**config.mk**
```make
export PLATFORM = sky130hd
export DESIGN_NAME = instruction_fetch_unit
export DESIGN_NICKNAME = d
export VERILOG_FILES = /design/src/rtl/instruction_fetch_unit_pkg.sv /design/src/rtl/instruction_fetch_unit_pc_next_logic.sv /design/src/rtl/instruction_fetch_unit.sv
export SDC_FILE = /design/constraint.sdc
export NUM_CORES = 1
export LEC_CHECK = 0
export ABC_AREA = 1
export CORE_UTILIZATION = 49
export CTS_BUF_LIST = sky130_fd_sc_hd__clkbuf_4 sky130_fd_sc_hd__clkbuf_8
export DETAILED_ROUTE_END_ITERATION = 10
export PLACE_DENSITY = 0.87
export SLEW_MARGIN = 20
export SYNTH_ARGS = -nofsm -noshare
export SYNTH_HDL_FRONTEND = slang
export SYNTH_HIERARCHICAL = 1
export SYNTH_SLANG_ARGS = --single-unit
export TNS_END_PERCENT = 5
```
**constraint.sdc**
```tcl
create_clock -name CLK -period 3.34 [get_ports CLK]
set_input_delay 0.668 -clock CLK [delete_from_list [all_inputs] [get_ports CLK]]
set_output_delay 0.668 -clock CLK [all_outputs]
set_load 0.01 [all_outputs]
```
**src/rtl/instruction_fetch_unit_pkg.sv**
```systemverilog
// Shared definitions for the instruction fetch unit: next-PC source
// encodings, FSM state encoding, the default HALT opcode and a word
// alignment helper.
package instruction_fetch_unit_pkg;

  typedef enum logic [1:0] {
    PC_SRC_PLUS4  = 2'b00,
    PC_SRC_BRANCH = 2'b01,
    PC_SRC_JUMP   = 2'b10,
    PC_SRC_HOLD   = 2'b11
  } pc_src_e;

  typedef enum logic [1:0] {
    ST_IDLE = 2'd0,
    ST_ADDR = 2'd1,
    ST_DONE = 2'd2,
    ST_HALT = 2'd3
  } fetch_state_e;

  localparam logic [5:0] HALT_OPCODE_DEFAULT = 6'b111111;

  function automatic logic [31:0] word_align(input logic [31:0] a);
    return {a[31:2], 2'b00};
  endfunction

endpackage

```
**src/rtl/instruction_fetch_unit_pc_next_logic.sv**
```systemverilog
// pc_next_logic: purely combinational next-PC selection.
//   pc          in  32  current PC
//   pc_src      in   2  00 PC+4, 01 branch, 10 jump, 11 hold
//   branch_imm  in  16  signed word offset, relative to PC+4
//   jump_target in  26  word-address field, merged with PC+4[31:28]
//   next_pc     out 32  selected next PC, always word aligned
//   pc_plus4    out 32  pc + 4, modulo 2^32
module pc_next_logic
  import instruction_fetch_unit_pkg::*;
(
  input  logic [31:0] pc,
  input  logic [1:0]  pc_src,
  input  logic [15:0] branch_imm,
  input  logic [25:0] jump_target,
  output logic [31:0] next_pc,
  output logic [31:0] pc_plus4
);

  logic [31:0] branch_off;

  always_comb begin
    pc_plus4   = pc + 32'd4;
    branch_off = {{14{branch_imm[15]}}, branch_imm, 2'b00};
    next_pc    = pc;
    case (pc_src_e'(pc_src))
      PC_SRC_PLUS4:  next_pc = pc_plus4;
      PC_SRC_BRANCH: next_pc = pc_plus4 + branch_off;
      PC_SRC_JUMP:   next_pc = {pc_plus4[31:28], jump_target, 2'b00};
      PC_SRC_HOLD:   next_pc = pc;
      default:       next_pc = pc;
    endcase
    // Every write lands on a word boundary, whatever the source.
    next_pc = word_align(next_pc);
  end

endmodule

```
**src/rtl/instruction_fetch_unit.sv**
```systemverilog
// instruction_fetch_unit: fetch stage of the multicycle CPU.
// Owns the PC, addresses the instruction memory, captures the returned
// word into the IR and stops fetching for good on the HALT opcode.
//   CLK/Reset    clock, asynchronous active-high reset
//   fetch_req    request a fetch at the current PC
//   pc_write     commit next PC chosen by pc_src (IDLE and DONE only)
//   pc_src       00 PC+4, 01 branch, 10 jump, 11 hold
//   branch_imm   signed word offset for branches
//   jump_target  word-address field for jumps
//   imem_data    combinational instruction memory read data
//   imem_addr    byte address to instruction memory (== pc)
//   ir/ir_valid  instruction register, one-cycle new-word pulse
//   pc/pc_plus4  current PC and PC+4
//   busy/halted  in ADDR / in HALT (sticky)
module instruction_fetch_unit
  import instruction_fetch_unit_pkg::*;
#(
  parameter logic [31:0] RESET_PC    = 32'h0000_0000,
  parameter logic [5:0]  HALT_OPCODE = HALT_OPCODE_DEFAULT
) (
  input  logic        CLK,
  input  logic        Reset,
  input  logic        fetch_req,
  input  logic        pc_write,
  input  logic [1:0]  pc_src,
  input  logic [15:0] branch_imm,
  input  logic [25:0] jump_target,
  input  logic [31:0] imem_data,
  output logic [31:0] imem_addr,
  output logic [31:0] ir,
  output logic        ir_valid,
  output logic [31:0] pc,
  output logic [31:0] pc_plus4,
  output logic        busy,
  output logic        halted
);

  fetch_state_e state_q;
  logic [31:0]  pc_q;
  logic [31:0]  ir_q;
  logic         ir_valid_q;
  logic         busy_q;
  logic         halted_q;
  logic [31:0]  next_pc_d;

  pc_next_logic u_pc_next (
    .pc          (pc_q),
    .pc_src      (pc_src),
    .branch_imm  (branch_imm),
    .jump_target (jump_target),
    .next_pc     (next_pc_d),
    .pc_plus4    (pc_plus4)
  );

  // Status outputs are registered alongside the state so each one is
  // high exactly while the FSM sits in the matching state.
  always_ff @(posedge CLK or posedge Reset) begin
    if (Reset) begin
      state_q    <= ST_IDLE;
      pc_q       <= RESET_PC;
      ir_q       <= '0;
      ir_valid_q <= 1'b0;
      busy_q     <= 1'b0;
      halted_q   <= 1'b0;
    end else begin
      ir_valid_q <= 1'b0;
      busy_q     <= 1'b0;
      case (state_q)
        ST_IDLE: begin
          if (pc_write) pc_q <= next_pc_d;
          if (fetch_req) begin
            state_q <= ST_ADDR;
            busy_q  <= 1'b1;
          end
        end
        ST_ADDR: begin
          ir_q       <= imem_data;
          ir_valid_q <= 1'b1;
          state_q    <= ST_DONE;
        end
        ST_DONE: begin
          // A PC commit here and a back-to-back fetch share the edge, so
          // the next ADDR cycle already presents the updated PC.
          if (pc_write) pc_q <= next_pc_d;
          if (ir_q[31:26] == HALT_OPCODE) begin
            state_q  <= ST_HALT;
            halted_q <= 1'b1;
          end else if (fetch_req) begin
            state_q <= ST_ADDR;
            busy_q  <= 1'b1;
          end else begin
            state_q <= ST_IDLE;
          end
        end
        ST_HALT: begin
          halted_q <= 1'b1;
        end
        default: state_q <= ST_IDLE;
      endcase
    end
  end

  assign imem_addr = pc_q;
  assign pc        = pc_q;
  assign ir        = ir_q;
  assign ir_valid  = ir_valid_q;
  assign busy      = busy_q;
  assign halted    = halted_q;

endmodule

```
=== After elaboration in Yosys (flattened, before gate mapping) ===
Index checks and enable logic that the tools add are counted.

* Bits in writable memories: 0
* Memories: 0
* Word-level logic and storage cells: 37
* Bits of input ports: 80
* Latch bits: 0
* ROM bits: 0
* Bits in registers: 67

* Bitwise logic cells: 1
* $mul: 0
* Reduce and logical (&&, ||, !) cells: 8
* Shift operators: 0
* Mux-type cells: 11
* Order comparisons: 0
* Equal/unequal tests: 9
* Div/mod/pow operators: 0
* $add $sub $neg: 2

{| class="wikitable"
|+ Operators with widths
! cell !! count
|-
| 32-bit one-hot mux with 4 select lines || 1
|-
| 32-bit by 3-bit adder with 32-bit output (second input constant) || 1
|-
| 32-bit adder || 1
|-
| 2-bit equality test (second input constant) || 4
|-
| 6-bit equality test (second input constant) || 1
|-
| 2-bit one-hot mux with 3 select lines || 1
|-
| 1-bit two-way mux || 5
|-
| 2-bit by 1-bit equality test with 1-bit output (second input constant) || 2
|-
| 2-bit zero test || 2
|-
| 2-bit two-way mux || 2
|-
| 2-bit != test (second input constant) || 2
|-
| 1-bit one-hot mux with 2 select lines || 2
|-
| 2-bit AND reduction || 2
|-
| 3-bit AND reduction || 1
|-
| 3-bit nonzero test || 1
|-
| 2-bit nonzero test || 1
|-
| 2-bit OR reduction || 1
|-
| 1-bit NOT || 1
|}

=== Longest topological paths before layout ===
Gate-level depths: netlist of run 1.

* Word-level depth: 3
* Gate-level depth with buffers: 25
* Mapped depth without buffers: 25

=== By module ===
The synthesis of run 1 kept the hierarchy.

{| class="wikitable"
|+ By module, submodules not included
! module !! sequential area each (um^2) !! area each (um^2) !! instances !! cells an instance
|-
| pc_next_logic || 0.0 || 3832.4 || 1 || 782
|-
| instruction_fetch_unit || 1726.7 || 2985.4 || 1 || 341
|}

=== Worst setup path before layout of run 1 ===
Ideal clock, no wire load.

* Kind: register to register
* Start point: register pc_q[3], in the netlist imem_addr[3]
* End point: register pc_q[29], in the netlist imem_addr[29]
* Cell stages (with the launch flop): 21
* Required time: 3.257 ns
* Setup slack: 0.369 ns
* Arrival: 2.889 ns
* Cells stage by stage: dfrtp_1 ha_1 nand2_2 nor3_4 nand2_1 nor2_2 nand3_2 xor2_1 ha_1 nand2_1 nand2_1 o21bai_1 nand2_1 nand2_1 a21oi_1 nand2_1 nand2_1 nand3_1 nand3_1 inv_1 o21ai_0

* Cells in the longest elaborated chain, start to end: 3

{| class="wikitable"
|+ RTL lines
! element !! line !! text
|-
| start, declared || instruction_fetch_unit.sv:39 || <nowiki>logic [31:0] pc_q;</nowiki>
|-
| start signal, assigned || instruction_fetch_unit.sv:70 || <nowiki>if (pc_write) pc_q <= next_pc_d;</nowiki>
|-
| start signal, assigned || instruction_fetch_unit.sv:84 || <nowiki>if (pc_write) pc_q <= next_pc_d;</nowiki>
|-
| 32-bit by 3-bit adder with 32-bit output || instruction_fetch_unit_pc_next_logic.sv:22 || <nowiki>pc_plus4 = pc + 32'd4;</nowiki>
|-
| named net pc_plus4[24] || instruction_fetch_unit.sv:33 || <nowiki>output logic [31:0] pc_plus4,</nowiki>
|-
| 32-bit adder || instruction_fetch_unit_pc_next_logic.sv:27 || <nowiki>PC_SRC_BRANCH: next_pc = pc_plus4 + branch_off;</nowiki>
|-
| 32-bit one-hot mux with 4 select lines || instruction_fetch_unit_pc_next_logic.sv:25 || <nowiki>case (pc_src_e'(pc_src))</nowiki>
|-
| named net next_pc_d[29] || instruction_fetch_unit.sv:44 || <nowiki>logic [31:0] next_pc_d;</nowiki>
|}

The timed path passes the listed nets, and every way through them passes these cells.
A chain may end at the register's enable or synchronous reset.

=== Worst setup path after layout of run 1 ===
* Start point: register pc_q[2], in the netlist imem_addr[2]
* End point: output pc_plus4[24]

* Cells in the longest elaborated chain, start to end: 1

{| class="wikitable"
|+ RTL lines
! element !! line
|-
| 32-bit by 3-bit adder with 32-bit output || instruction_fetch_unit_pc_next_logic.sv:22
|-
| end, declared || instruction_fetch_unit.sv:33
|}

Every way passes these cells.

==> results of run 1 <==
## what timing repair did
| item | in CTS | in global routing |
|---|---|---|
| buffers inserted | 0 | 2 |
| endpoints found under the setup margin | 1 | 22 |
| pin swaps | 0 | 1 |
| gates resized for setup | 1 | 26 |
| endpoints found under the hold margin | 0 | 0 |
## where the power goes
group	internal, mW	total (mW)	switching, mW
sequential	1.21	1.60	0.380
combinational	2.42	5.39	2.97
clock	0.444	0.757	0.313
## worst max path at each step
stage	startpoint	slack [ns]	depth (start not counted)	endpoint
floorplan	imem_addr[3]$_DFFE_PP0P_	0.37	20	imem_addr[29]$_DFFE_PP0P_
global placement	branch_imm[15]	0.18	13	imem_addr[26]$_DFFE_PP0P_
detailed placement	branch_imm[15]	0.16	13	imem_addr[29]$_DFFE_PP0P_
CTS	imem_addr[2]$_DFFE_PP0P_	0.04	9	pc_plus4[24]
global route	imem_addr[2]$_DFFE_PP0P_	-0.09	18	imem_addr[22]$_DFFE_PP0P_
finish	imem_addr[2]$_DFFE_PP0P_	0.07	9	pc_plus4[24]
## metal layers
metal	vias up	share of wire, %	GRT usage [%]
li1	3890	-	-
met1	3631	40	43.39
met2	452	46	54.49
met3	60	10	6.274
met4	0	3.3	14.84
met5	-	0	0
## cells by family after synthesis
kind of cell	synth area share [%]
flops	25.33
other cells	0.05500
xor+xnor	3.065
fa+ha+maj	7.267
compound gates	9.286
buf+inv	15.42
simple gates	39.59
## per-stage QoR
stage          setup WS, ns  setup TNS [ns]  instances  cell area, um2  total power, mW
6_report            0.07005               0       1521            9518            7.745
5_1_grt            -0.09027         -0.5610       1521            9518            8.329
4_1_cts             0.04299               0       1519            9392            7.610
3_5_place_dp         0.1629               0       1504            9166            6.801
3_3_place_gp         0.1811               0       1504            9166            6.694
2_1_floorplan        0.3687               0       1124            6822            4.479
## critical path, delay by kind of cell (launching register included)
| family | cells | cell delay, ns |
|---|---|---|
| AND/OR/NAND/NOR | 5 | 0.78 |
| XOR/XNOR | 1 | 0.20 |
| buffers and inverters | 2 | 0.69 |
| adder cells (fa/ha/maj) | 1 | 0.22 |
| flip-flops | 1 | 0.37 |
## sequential cells by signal (all words and copies together), names as in the netlist
register   count
imem_addr     32
busy           1
ir_valid       1
halted         1
ir            32
state_q        2
## placed cells by master, fill, tap and decap left out, types with 3 or more instances in the layout
| master | count |
|---|---|
| nand3b_1 | 11 |
| nor2_2 | 17 |
| xor2_2 | 6 |
| nand3_1 | 66 |
| xor2_1 | 15 |
| a21oi_2 | 3 |
| or2_2 | 6 |
| o2111ai_1 | 9 |
| nor3_2 | 3 |
| buf_4 | 53 |
| nand4_1 | 17 |
| clkdlybuf4s50_1 | 210 |
| nand2_2 | 5 |
| dfrtp_1 | 68 |
| ha_1 | 36 |
| nor3_1 | 12 |
| a21oi_1 | 30 |
| o21ai_0 | 58 |
| nor2_1 | 57 |
| nand2_1 | 439 |
| o21bai_1 | 4 |
| inv_1 | 176 |
| nor2_4 | 4 |
| clkbuf_8 | 10 |
## layout make-up
type | count | area [um2]
Clock buffer | 11 | 145.1
Clock inverter | 4 | 72.57
Fill cell | 1132 | 3882
Inverter | 178 | 668.1
Multi-Input combinational cell | 819 | 4164
Sequential cell | 69 | 1728
Tap cell | 176 | 220.2
Timing Repair Buffer | 264 | 2520
==> metrics, run 1 <==
fin crit period 3.270 ns; count of input and output buffers 210; Area contributors post-synth dfrtp_1 (25%), nand2_1 (24%), inv_1 (9.7%), ha_1 (7.0%), nand3_1 (4.8%); Starting Density 50.88%; initial antenna violation count 0; H-Tree Depth 3; fin crit share between 90% and 100%; Root Driver clkbuf_8; layout cell share with drive strength beyond 1 9.071%; die height 120.0 um; Hold WS 0.4760 ns; Critical Path RT roughly 2.7 ns; I/O pins 211; first-pass GRT wire length 37,520 um; P per Cell Area 813.7 nW/um2; RSZ-0062 raised after global routing yes; gr ovfl total 0; Hold Vio Cnt, Final 0; sequential-to-total area share from yosys stat 25.33%; Setup CP Type reg -> out; TritonCTS Buffers 9; worst path cell trace ha_2, nand2_2, nor3_4, nand2_2, nor2_4, nand3_2, xor2_2, buf_4, clkdlybuf4s50_1; Slew Limit Fails 0; Ys Warns 6; CTS Hold Buffers Added 0; Post-synth EDFFs 0; top-count cell post-synth nand2_1; TritonCTS Sinks 69; Peak Freq around 310 MHz; capturing point of the worst reg2reg path imem_addr[13]$_DFFE_PP0P_; hold endpoint ir[6]$_DFFE_PP0N_; Worst R2R Path Depth 16; FP Rows 42; total number of vias 8,033; detailed placement HPWL 19,410 um; # nets final about 1,500; Static Leak 4.736 nW; CTS tree yes; critical path arrival 2.60 ns; clock buffer depth 2; critical path's largest stage delay 0.53 ns; vias in the first global route 7,516; core area 13,400 um2; n_diodes 0; Antenna Nets Post-Route 0; Worst-path clk slew 0.07 ns; largest net degree at the start of global routing between 40 and 50; maxcap violations 0; Pre-antenna DRT Iters 6; area delta synth->final 39.60%; slew margin rel. 50.05%; Crit path top cell by count nand2_2; Distinct cells, synth 38; DRT iter0 DRCs 917; Yosys top cell by area dfrtp_1; clk_skew 0.01598 ns; Routed wire per std cell 15.91 um; startpoint class of the critical path flip-flop; Yosys reg bits 69; DRT Wirelength between 20,000 and 25,000 um; critical path's slowest cell clkdlybuf4s50_1; routed vias/inst 5.281; register-to-register setup slack 0.12 ns; die span in x about 120 um; final-report setup violation count 0; Async SR Flop Fraction 100.0%; Synth Flop Type dfrtp_1; Synth top area share between 20% and 30%; Mean Syn Cell Area 6.071 um2; Slew @ Worst Pin 0.7482 ns; Hold Path Depth 2; synth cell count leaders nand2_1 (440), inv_1 (177), dfrtp_1 (69), nor2_1 (69), nand3_1 (66); DR DRC count 0; clk_lat worst skew around 0.35 ns; RePlAce Congestion approximately 1.0; Post-Syn Area 6818 um2; Worst Path Max Fanout 3; status complete, no violations; die area roughly 14,000 um2; type of the most critical hold path reg -> reg; Post-Syn Instances about 1,100; FF-to-FF Start imem_addr[2]$_DFFE_PP0P_; VDD IR max ~600 uV; GRT Total Usage between 30% and 40%; worst hold path startpoint ir[6]$_DFFE_PP0N_; crit path capture type primary output; Util after Layout 71.03%
Note: power is estimated with default switching activity, not from simulation.
==> inputs of run 2 (changes only) <==
--- a/config.mk
+++ b/config.mk
@@ -6,6 +6,7 @@
 export NUM_CORES = 1
 export LEC_CHECK = 0
 export ABC_AREA = 1
+export CAP_MARGIN = 20
 export CORE_UTILIZATION = 49
 export CTS_BUF_LIST = sky130_fd_sc_hd__clkbuf_4 sky130_fd_sc_hd__clkbuf_8
 export DETAILED_ROUTE_END_ITERATION = 10
==> results of run 2 <==
The final DEF is identical to that of run 1; final timing and power are the same.
